## config.mk

```make
export PLATFORM = sky130hd
export DESIGN_NAME = id_digit_matcher
export DESIGN_NICKNAME = d
export VERILOG_FILES = /design/src/rtl/id_digit_matcher.sv
export SDC_FILE = /design/constraint.sdc
export NUM_CORES = 1
export LEC_CHECK = 0
export CORE_MARGIN = 2
export CORE_UTILIZATION = 50
export CTS_CLUSTER_DIAMETER = 80
export CTS_CLUSTER_SIZE = 40
export DETAILED_ROUTE_END_ITERATION = 10
export GPL_TIMING_DRIVEN = 0
export PLACE_DENSITY = 0.92
export SYNTH_ARGS = -nofsm -noshare
export SYNTH_HDL_FRONTEND = slang
export SYNTH_SLANG_ARGS = --single-unit
```

## constraint.sdc

```tcl
create_clock -name clk -period 7 [get_ports clk]
set_input_delay 2.1 -clock clk [delete_from_list [all_inputs] [get_ports clk]]
set_output_delay 2.1 -clock clk [all_outputs]
set_load 0.05 [all_outputs]
```

## src/rtl/id_digit_matcher.sv

```systemverilog
// Streaming matcher for the 16-digit team ID: tracks the matched-prefix length
// with exact overlapping search, and pulses/counts on every complete occurrence.
module id_digit_matcher #(
    parameter int unsigned COUNT_W = 8
) (
    input  logic               clk,
    input  logic               rst,
    input  logic               clear,
    input  logic               digit_valid,
    input  logic [3:0]         digit,
    output logic [3:0]         pos,
    output logic [3:0]         expect_digit,
    output logic               match,
    output logic [COUNT_W-1:0] match_count,
    output logic               busy
);

    function automatic logic [3:0] id_at(input logic [3:0] idx);
        logic [3:0] d;
        unique case (idx)
            4'd0:    d = 4'hA;
            4'd1:    d = 4'hA;
            4'd2:    d = 4'hC;
            4'd3:    d = 4'h0;
            4'd4:    d = 4'hF;
            4'd5:    d = 4'hF;
            4'd6:    d = 4'hE;
            4'd7:    d = 4'hE;
            4'd8:    d = 4'hA;
            4'd9:    d = 4'h1;
            4'd10:   d = 4'h5;
            4'd11:   d = 4'hA;
            4'd12:   d = 4'h9;
            4'd13:   d = 4'h0;
            4'd14:   d = 4'h0;
            default: d = 4'hD;
        endcase
        return d;
    endfunction

    logic [3:0]         pos_q, pos_d;
    logic               match_q, match_d;
    logic [COUNT_W-1:0] count_q, count_d;

    always_comb begin
        pos_d   = pos_q;
        match_d = 1'b0;
        count_d = count_q;
        if (digit_valid) begin
            if (digit == id_at(pos_q)) begin
                if (pos_q == 4'd15) begin
                    pos_d   = 4'd0;
                    match_d = 1'b1;
                    if (count_q != {COUNT_W{1'b1}}) begin
                        count_d = count_q + 1'b1;
                    end
                end else begin
                    pos_d = pos_q + 4'd1;
                end
            end else if (digit == 4'hA) begin
                // Received tail is "AA" exactly when the last matched digit was an A.
                if (pos_q != 4'd0 && id_at(pos_q - 4'd1) == 4'hA) begin
                    pos_d = 4'd2;
                end else begin
                    pos_d = 4'd1;
                end
            end else begin
                pos_d = 4'd0;
            end
        end
    end

    always_ff @(posedge clk) begin
        if (rst || clear) begin
            pos_q   <= 4'd0;
            match_q <= 1'b0;
            count_q <= '0;
        end else begin
            pos_q   <= pos_d;
            match_q <= match_d;
            count_q <= count_d;
        end
    end

    assign pos          = pos_q;
    assign expect_digit = id_at(pos_q);
    assign match        = match_q;
    assign match_count  = count_q;
    assign busy         = (pos_q != 4'd0);

endmodule

```

Word-level counts from Yosys, hierarchy flattened:

Memories as Yosys holds them, arrays and structs flattened. A register that Yosys moved wholly into a read port is not among the register bits.
Index checks and enable logic that the tools add are counted.
W data, S select, Z words.

* add/sub/neg operators: 3
* eq/ne operators: 5
* bitwise gates (word level): 2
* mux-type cells: 13
* reduce and logical (&&, ||, !) cells: 5

Operators with widths (number)
* $mux W4: 11
* $eq A4 B4 Y1 const B: 3
* $add A8 B1 Y8 const B: 1
* $ne A8 B8 Y1 const B: 1
* $add A4 B1 Y4 const B: 1
* $eq A4 B4 Y1: 1
* $reduce_and A4 Y1: 1
* $reduce_bool A4 Y1: 1
* $sub A4 B1 Y4 const B: 1
* $reduce_or A3 Y1: 1
* $mux W2: 1
* $not A1 Y1: 2
* $logic_and A1 B1 Y1: 1
* $logic_or A1 B1 Y1: 1
* $mux W1: 1

* output and inout port bits: 18
* word-level logic and storage cells: 34
* memories kept: 3
* bits of input ports: 8
* memory bits (read-only): 192
* register bits: 13

Memories
* (name not given): depth 16, bits a word 4, rd ports 1, clocked after Yosys merged registers in 1, write ports 0, line 20 `unique case (idx)`
* (name not given): depth 16, bits a word 4, rd ports 1, clocked after Yosys merged registers in 1, write ports 0, line 20
* (name not given): depth 16, bits a word 4, rd ports 1, clocked after Yosys merged registers in 0, write ports 0, line 20

Longest topological paths before layout:

Gate-level depths: netlist (run 1).
An unclocked memory read counts as a cell.

* word-level depth: 12
* mapped depth: 11
* gate-level depth less buffers: 11

Worst setup path after synthesis (run 1):

OpenSTA, ideal clock, no wires.

* kind: in2reg
* start point: input port digit[2]
* end point: register expect_digit[3] (netlist name)
* setup slack: 3029 ps
* library setup time: 138 ps
* stages on the path: 9
* buffers on the path: 0
* required time: 6862 ps
* arrival time: 3833 ps
* path through: xnor2_1 and4_1 nor3_1 a222oi_1 xnor2_1 nand2_1 ha_1 nor4_1 a31oi_1

* cells in the longest elaborated chain, start to end: 5
* elaborated cells on any way between the ends: 6
* those cells by class: eq/ne: 2; mux: 4

Ends and longest elaborated chain
* start: declaration: line 10 `input logic [3:0] digit,`
* $eq A4 B4 Y1: line 60 `end else if (digit == 4'hA) begin`
* $mux W4: line 60
* $mux W4 *: line 50 `if (digit == id_at(pos_q)) begin`
* $mux W4 (no line) * (2 in a row)

Every way passes the cells marked *; elsewhere a longest branch is shown, timed or not.
A chain may end at the register's enable or synchronous reset.

Final worst setup path (run 1):

* start point: input port digit[1]
* end point: register expect_digit[3] (netlist name)

* cells in the longest elaborated chain, start to end: 5
* elaborated cells on any way between the ends: 6
* those cells by class: eq/ne: 2; mux: 4

Ends and longest elaborated chain (line)
* $eq A4 B4 Y1: 60
* $mux W4: 60
* $mux W4 *: 50
* $mux W4 (no line) * (2 in a row)

Marked as above.

==> results.toml, run 1 <==
[final_layout]
antenna_cells = 0
final_cell_mix = "25 x clkdlybuf4s50_1, 18 x nor2_1, 17 x dfxtp_1, 10 x nand3_1, 9 x xnor2_1"
fin_cells = 183
layout_commonest_cell = "clkdlybuf4s50_1"
finalNetCount = 171
final_cell_area_um2 = 1350
drive_above_1_share_pct = 7.69
area_growth_pct = 29.9

[synthesis]
yosysTopAreaCell = "dfxtp_1"
syn_avg_cell_area_um2 = 8.21
synthArstFlopShare_pct = 0
netlist_instances = 127
synth_edf_count = 0
yosys_warnings = 0
synth_seq_area_share_pct = 32.7
synth_nets = 141
synth_ff_type = "dfxtp_1"
ys_seq_elements = 17
synth_top_cell_area_share_pct = 32.7
ys_types = 38
yosys-top-cells-area = "dfxtp_1 33%, xnor2_1 7.6%, ha_1 7.2%"
syn_area_um2 = 1040

[route]
via_per_inst = 5.90
drt_pre_antenna_iters = 4
dr_total_vias = 1079
drtAntennaViolNets = 0
wl_per_cell_um = 13.9
drtIter0Drc = 40
drc_errors = 0
drt-total-wl_um = 2540

[timing]
fmax_mhz = 220
maxSlewViolCount = 0
finalCritPeriodShare_pct = 65.0
final.setup.tns_ps = 0
finalHoldViolCount = 0
setup_viol = 0
rsz0062_at_grt = "false"
worst_slew_pin_slew_ps = 774
fin_skew_ps = 8.37
min_period_ps = 4550
relSlewSlack_pct = 48.4
setup_ws_ps = 2450

[clocking]
cts_tree = "built"
cts_sinks = 17
cts_setup_buffers = 0
ctsResizeCount = 0
postCtsHoldBufs = 0
numCtsBuffers = 3
clock_latency_ps = 300
h-tree-depth = 1
path_clk_slew_ps = 100
cts.path.max_buffers = 2
cts_root_buf = "clkbuf_4"

[die]
die_height_um = 49.7
initial_core_util_pct = 53.1
row_count = 16
core_um2 = 1960
die_w_um = 49.7
pin_count = 26
die_area_um2 = 2470

[place]
gp_congestion = 0.871
dpl_cell_area_um2 = 1330
dp_hpwl_um = 1990
dp.cells = 179
place.port_buffers = 25
pre_cts_ws_ps = 2170

[power_and_ir_drop]
ir_drop_v = 0.000107
pwr-share-clk_pct = 32.6
swShare_pct = 24.2
seqPwrFrac_pct = 59.0
p_int_mw = 0.125
comb_power_share_pct = 8.3
p_sw_mw = 0.0397
leakagePower_nw = 0.487
fin_total_pwr_mw = 0.164
power.density_nw_per_um2 = 121

[worst_setup_path]
crit_path_frequent_cell = "xnor2_1"
ff2ff_path_depth = 11
worstSetupPathType = "input port to flop"
critPathSlowestCell = "a222oi_1"
worstPathCellList = "clkdlybuf4s50_1 > xnor2_1 > and4_1 > nor3_1 > a222oi_1 > xnor2_1 > nand2_1 > ha_1 > nor4_1 > a31oi_1"
critPathBufInv = 1
critPathRequiredTime_ps = 7180
max_stage_delay_ps = 670
crit_family = "simple AND/OR/NAND/NOR gates"
endpoint_kind = "flop"
cp_num_cells = 10
start_kind = "input port"
path_max_fanout = 5
cp.arrival_ps = 4730

[global_routing]
antenna_found_initial = 0
grt_overflow_total = 0
grtUsageTotal_pct = 21.0
grt_pass1_wl_um = 4130
grt_max_degree = 11
grt_pass1_vias = 945

[min_path]
whs_path_depth = 2
hold_path_class = "flop to flop"

[flow_run]
drv_cap = 0

[status]
status = "finished clean"
-- flip-flops by register name, summed over array words and instances (netlist names) --
name / flops
expect_digit: 4
match: 1
match_count: 8
pos: 4
-- worst register-to-register path: cells and delay by family, from the launching register on --
family	cells	cell delay, ps
and+or+nand+nor	4	760
adders and majority gates	2	610
AOI/OAI and AO/OA	3	1180
buffers and inverters	1	140
DFF	1	530
xor gates and xnor gates	1	210
-- routing by layer --
layer,GRT usage (%),wire (um)
met1,26.3,1030
met3,1.52,96
met4,9.72,55
met2,36.7,1360
met5,0,0
-- logic make-up after synthesis --
family                     count (synthesis)  synth area share, %
adders and majority gates                  6                 7.20
and+or+nand+nor                           62                 31.6
buffers and inverters                     12                 5.04
AOI/OAI and AO/OA                         17                 12.5
muxes                                      1                0.960
DFF                                       17                 32.7
xor gates and xnor gates                  12                 10.1
-- cells in the mapped netlist, drive strengths merged, types with 2 or more instances --
cell and number:
a21oi 4, a31oi 3, and4 2, clkbuf 3, dfxtp 17, ha 6
inv 8, nand2 7, nand2b 3, nand3 10, nand4 4, nor2 18
nor2b 3, nor3 3, nor4 4, o21ai 2, o22ai 2, or3 2
xnor2 9, xor2 3
-- area by class of cell --
| cell class | count | area, um^2 |
|---|---|---|
| plain buffers | 4 | 22.5 |
| clock buffers | 3 | 22.5 |
| clock inverters | 1 | 5.00 |
| fillers | 174 | 608 |
| inverters | 8 | 30.0 |
| multi-input cells | 98 | 649 |
| flip-flops and latches | 17 | 340 |
| well taps | 27 | 33.8 |
| repair buffers | 25 | 250 |
-- power groups by stage --
| stage | registers (mW) | clock network, mW | logic (mW) |
|---|---|---|---|
| floorplan | 0.0994 | 0 | 0.00654 |
| global placement | 0.0991 | 0 | 0.0127 |
| detailed placement | 0.0992 | 0 | 0.0135 |
| CTS | 0.0969 | 0.0521 | 0.0136 |
| global route | 0.0970 | 0.0553 | 0.0147 |
| finish | 0.0969 | 0.0536 | 0.0137 |
-- final timing paths --
path	startpoint	endpoint	slack, ps
max reg2reg	pos[0]	expect_digit[3]	3430
min	match_count[1]	match_count[1]	580
max	digit[1]	expect_digit[3]	2450
min reg2reg	match_count[1]	match_count[1]	580
-- stage by stage --
| stage | utilization (%) | hold slack, ps |
|---|---|---|
| final | 69.0 | 577 |
| after global routing | 69.0 | 605 |
| after CTS | 69.0 | 583 |
| after detailed placement | 67.6 | 561 |
| after global placement | 67.6 | 524 |
| after floorplan | - | 772 |
Note: power is estimated with default switching activity, not from simulation.
==> inputs of run 2 (changes only) <==
--- a/config.mk
+++ b/config.mk
@@ -6,12 +6,12 @@
 export NUM_CORES = 1
 export LEC_CHECK = 0
 export CORE_MARGIN = 2
-export CORE_UTILIZATION = 50
+export CORE_UTILIZATION = 43
 export CTS_CLUSTER_DIAMETER = 80
 export CTS_CLUSTER_SIZE = 40
 export DETAILED_ROUTE_END_ITERATION = 10
 export GPL_TIMING_DRIVEN = 0
-export PLACE_DENSITY = 0.92
+export PLACE_DENSITY = 0.85
 export SYNTH_ARGS = -nofsm -noshare
 export SYNTH_HDL_FRONTEND = slang
 export SYNTH_SLANG_ARGS = --single-unit
==> constraint.sdc (replaced) <==
create_clock -name clk -period 3.9 [get_ports clk]
set_input_delay 1.17 -clock clk [delete_from_list [all_inputs] [get_ports clk]]
set_output_delay 1.17 -clock clk [all_outputs]
set_load 0.05 [all_outputs]
==> run 2 against run 1 <==
Net effect: clock-buffer cell count unchanged; total power increased by 78%; critical path depth unchanged; register-to-register slack got worse by 3000 ps; core utilization decreased by 8.9 points; final cell count increased by 0.55%; first-iteration DRC count decreased by 45%; combinational power increased by 74%; clock power increased by 77%; die area increased by 15%; critical path type unchanged; critical endpoint unchanged; largest cell class unchanged; highest routed layer unchanged.
==> results.toml, run 2 (synthesized netlist as in run 1, its figures left out) <==
[status]
status = "finished clean"

[global_routing]
gr-usage-met1_pct = 24.9
grt_pass1_vias = 923
grt_pass1_wl_um = 4050
grtUsageTotal_pct = 19.6
grt_max_degree = 11
grt.met3_usage_pct = 1.98
grt.busiest_layer = "met2"
grt_overflow_total = 0
use_met2_pct = 32.1
antenna_found_initial = 0

[clocking]
cts_tree = "built"
ctsResizeCount = 0
cts.path.max_buffers = 2
cts_root_buf = "clkbuf_4"
postCtsHoldBufs = 0
h-tree-depth = 1
path_clk_slew_ps = 100
cts_sinks = 17
clock_latency_ps = 300
numCtsBuffers = 3
cts_setup_buffers = 0

[timing]
final.setup.tns_ps = 0
maxSlewViolCount = 0
setup_viol = 0
rsz0062_at_grt = "false"
finalCritPeriodShare_pct = 92.2
worst_slew_pin_slew_ps = 763
relSlewSlack_pct = 49.2
finalHoldViolCount = 0
min_period_ps = 3600
hold_slack_ps = 563
setup_ws_ps = 304
fmax_mhz = 278
fin_skew_ps = 5.37

[worst_setup_path]
cp.arrival_ps = 3760
endpoint_kind = "flop"
worstSetupPathType = "input port to flop"
path_max_fanout = 5
critPathRequiredTime_ps = 4070
start_kind = "input port"

[die]
core_um2 = 2250
die_height_um = 53.2
die_w_um = 53.2
initial_core_util_pct = 46.2
row_count = 17
die_area_um2 = 2830
pin_count = 26

[power_and_ir_drop]
power.density_nw_per_um2 = 216
ir_drop_v = 0.000166
leakagePower_nw = 0.487

[final_layout]
final_cell_area_um2 = 1360
antenna_cells = 0
largest_reg_flops = 8
layout_commonest_cell = "clkdlybuf4s50_1"
final_cell_mix = "25 x clkdlybuf4s50_1, 18 x nor2_1, 17 x dfxtp_1, 10 x nand3_1, 9 x xnor2_1"
final_util_pct = 60.1
drive_above_1_share_pct = 7.69
finalNetCount = 171
fillers = 219
area_growth_pct = 30.0

[min_path]
hold_path_class = "flop to flop"

[place]
place.port_buffers = 25
gp_congestion = 0.805
dpl_cell_area_um2 = 1330
pre_cts_ws_ps = 79.0
dp_hpwl_um = 1800

[route]
drtAntennaViolNets = 0
drc_errors = 0
via_per_inst = 5.40
wl_per_cell_um = 12.8
drt_pre_antenna_iters = 4
dr_total_vias = 994
drt-total-wl_um = 2350
drtIter0Drc = 22

[flow_run]
drv_cap = 0
-- run 2: cell counts in the layout (fill, tap and decap cells not counted) --
Identical to the previous run, type by type.
-- run 2: layout make-up --
class                   count  area (um^2)  area share [%]
well taps                  28         35.0            2.59
clock buffers               3         22.5            1.66
plain buffers               4         22.5            1.66
repair buffers             25          250            18.5
flip-flops and latches     17          340            25.1
clock inverters             1         5.00           0.369
multi-input cells          98          649            47.9
inverters                   8         30.0            2.22
-- run 2: metal layers --
| layer | routed length (um) | vias to the layer above |
|---|---|---|
| met5 | 0 | - |
| met4 | 51 | 0 |
| met3 | 80 | 5 |
| met2 | 1150 | 23 |
| met1 | 1060 | 461 |
| li1 | - | 505 |
-- run 2: where the power goes --
part,switching (mW),internal (mW)
sequential,0.000358,0.174
combinational,0.0121,0.0118
clock,0.0569,0.0382
-- run 2: final timing paths --
check,end,depth (start not counted),slack [ps],from
hold / removal,match_count[7],2,560,match_count[7]
setup / recovery,expect_digit[3],10,300,digit[0]
hold reg to reg,match_count[7],2,560,match_count[7]
setup reg to reg,expect_digit[3],11,450,pos[0]
-- run 2: through the flow --
step | power, mW | instances
after detailed placement | 0.202 | 180
after CTS | 0.295 | 184
final | 0.293 | 184
after global routing | 0.305 | 184
after global placement | 0.201 | 180
after floorplan | 0.190 | 127
-- run 2: worst max-delay path, stage by stage --
cell             delay (ps)
clkdlybuf4s50_1         500
xnor2_1                 140
and4_1                  280
nor3_1                   90
a222oi_1                670
xnor2_1                 200
nand2_1                 100
ha_1                    220
nor4_1                  330
a31oi_1                  70
==> inputs of run 3 (changes only) <==
--- a/config.mk
+++ b/config.mk
@@ -5,7 +5,7 @@
 export SDC_FILE = /design/constraint.sdc
 export NUM_CORES = 1
 export LEC_CHECK = 0
-export CORE_MARGIN = 2
+export CORE_MARGIN = 8
 export CORE_UTILIZATION = 43
 export CTS_CLUSTER_DIAMETER = 80
 export CTS_CLUSTER_SIZE = 40
==> run 3 against run 2 <==
Net effect: clock skew decreased by 1.2 ps; first-iteration DRC count grew 59%; sequential power is essentially flat; setup slack got worse by 96 ps; hold slack better by 14 ps; wire length is 14% higher; clock-buffer cell count rose by 1; largest power group unchanged.
==> results.toml, run 3 (synthesized netlist as in run 1, its figures left out) <==
[worst_setup_path]
timing.rr.end = "expect_digit[3]"
path_max_fanout = 5
crit_path_frequent_cell = "xnor2_1"
reg2reg_setup_slack_ps = 380
crit_family = "simple AND/OR/NAND/NOR gates"
critPathSlowestCell = "a222oi_1"
endpoint_kind = "flop"
start_kind = "input port"
worstPathCellList = "clkdlybuf4s50_1 > xnor2_1 > and4_1 > nor3_1 > a222oi_1 > xnor2_1 > nand2_1 > ha_1 > nor4_1 > a31oi_1"
critPathBufInv = 1
critPathRequiredTime_ps = 4050
reg2reg_from = "pos[0]"
ff2ff_path_depth = 11
cp.arrival_ps = 3840
worstSetupPathType = "input port to flop"
max_stage_delay_ps = 680

[power_and_ir_drop]
leakagePower_nw = 0.484
pwr-share-clk_pct = 31.3
comb_power_share_pct = 8.5
swShare_pct = 22.1
ir_drop_v = 0.000192
power.density_nw_per_um2 = 213
p_sw_mw = 0.0639
seqPwrFrac_pct = 60.2
p_int_mw = 0.225

[final_layout]
fin_cells = 186
largest_reg_flops = 8
area_growth_pct = 30.1
drive_above_1_share_pct = 7.05
antenna_cells = 0
finalNetCount = 171
layout_commonest_cell = "clkdlybuf4s50_1"
final_cell_mix = "25 x clkdlybuf4s50_1, 18 x nor2_1, 17 x dfxtp_1, 10 x nand3_1, 9 x xnor2_1"
final_cell_area_um2 = 1360

[route]
drt_pre_antenna_iters = 4
drtAntennaViolNets = 0
drt-total-wl_um = 2670
dr_total_vias = 1011
via_per_inst = 5.44
drtIter0Drc = 35
wl_per_cell_um = 14.3
drc_errors = 0

[die]
pin_count = 26
die_area_um2 = 4250
row_count = 18
core_um2 = 2390
die_w_um = 65.2
initial_core_util_pct = 43.7
die_height_um = 65.2

[timing]
fmax_mhz = 271
fin_skew_ps = 4.14
hold_slack_ps = 577
min_period_ps = 3690
finalHoldViolCount = 0
final.setup.tns_ps = 0
rsz0062_at_grt = "false"
finalCritPeriodShare_pct = 94.7
worst_slew_pin_slew_ps = 779
maxSlewViolCount = 0
relSlewSlack_pct = 48.1
setup_viol = 0

[clocking]
cts_tree = "built"
cts_root_buf = "clkbuf_4"
postCtsHoldBufs = 0
clock_latency_ps = 280
cts_sinks = 17
cts.path.max_buffers = 2
numCtsBuffers = 3
h-tree-depth = 1
ctsResizeCount = 0
path_clk_slew_ps = 90
cts_setup_buffers = 0

[global_routing]
grt.met3_usage_pct = 5.61
grt.busiest_layer = "met2"
grt_max_degree = 11
antenna_found_initial = 0
grtUsageTotal_pct = 12.2
use_met2_pct = 21.4
grt_overflow_total = 0
grt_pass1_wl_um = 4310
gr-usage-met1_pct = 13.1
grt_pass1_vias = 982

[min_path]
min_to = "match_count[1]"
whs_path_depth = 2
hold_path_class = "flop to flop"
min-delay-start = "match_count[1]"

[place]
dpl_cell_area_um2 = 1330
gp_congestion = 0.846
place.port_buffers = 25
dp.cells = 182
dp_hpwl_um = 2050

[flow_run]
drv_cap = 0

[status]
status = "finished clean"
run 3: cell count changes in the layout (fill, tap and decap cells not counted):
| cell | change |
|---|---|
| clkbuf_1 | +1 |
| clkinv_2 | -1 |
run 3: layout make-up:
type	count	area (um^2)
multi-input combinational	98	649
fill	244	1030
inverter	8	30.0
tap	30	37.5
timing repair buffer	25	250
sequential	17	340
buffer	4	22.5
clock buffer	4	26.3
run 3: worst min-delay path: stages (launching register included):
cell,delay (ps)
dfxtp_1,380
mux2i_1,90
nor2_1,70
run 3: layer usage:
layer | vias to the layer above | share of wire (%)
li1 | 505 | -
met1 | 478 | 44
met2 | 26 | 47
met3 | 2 | 8.2
met4 | 0 | 0.26
met5 | - | 0
run 3: power by group through the flow:
stage,registers (mW),clock network (mW),logic [mW]
6_report,0.174,0.0903,0.0246
3_3_place_gp,0.178,0,0.0231
5_1_grt,0.174,0.102,0.0268
2_1_floorplan,0.178,0,0.0117
3_5_place_dp,0.178,0,0.0244
4_1_cts,0.174,0.0932,0.0246
run 3: metrics by stage:
| step | setup WS, ps | power (mW) | utilization (%) |
|---|---|---|---|
| finish | 208 | 0.289 | 56.8 |
| global route | 0.604 | 0.303 | 56.8 |
| CTS | 233 | 0.292 | 56.8 |
| detailed placement | -52.3 | 0.202 | 55.7 |
| global placement | 156 | 0.201 | 55.7 |
| floorplan | 613 | 0.190 | - |
run 3: how the worst max path moves through the flow:
stage	cells after the start	startpoint	slack [ps]	end
final	10	digit[1]	210	expect_digit[3]
after global routing	10	digit[2]	0.6	expect_digit[3]
after detailed placement	10	digit[1]	-50	expect_digit[3]
after global placement	10	digit[1]	160	expect_digit[3]
after floorplan	11	pos[0]	610	expect_digit[3]
after CTS	10	digit[3]	230	expect_digit[3]
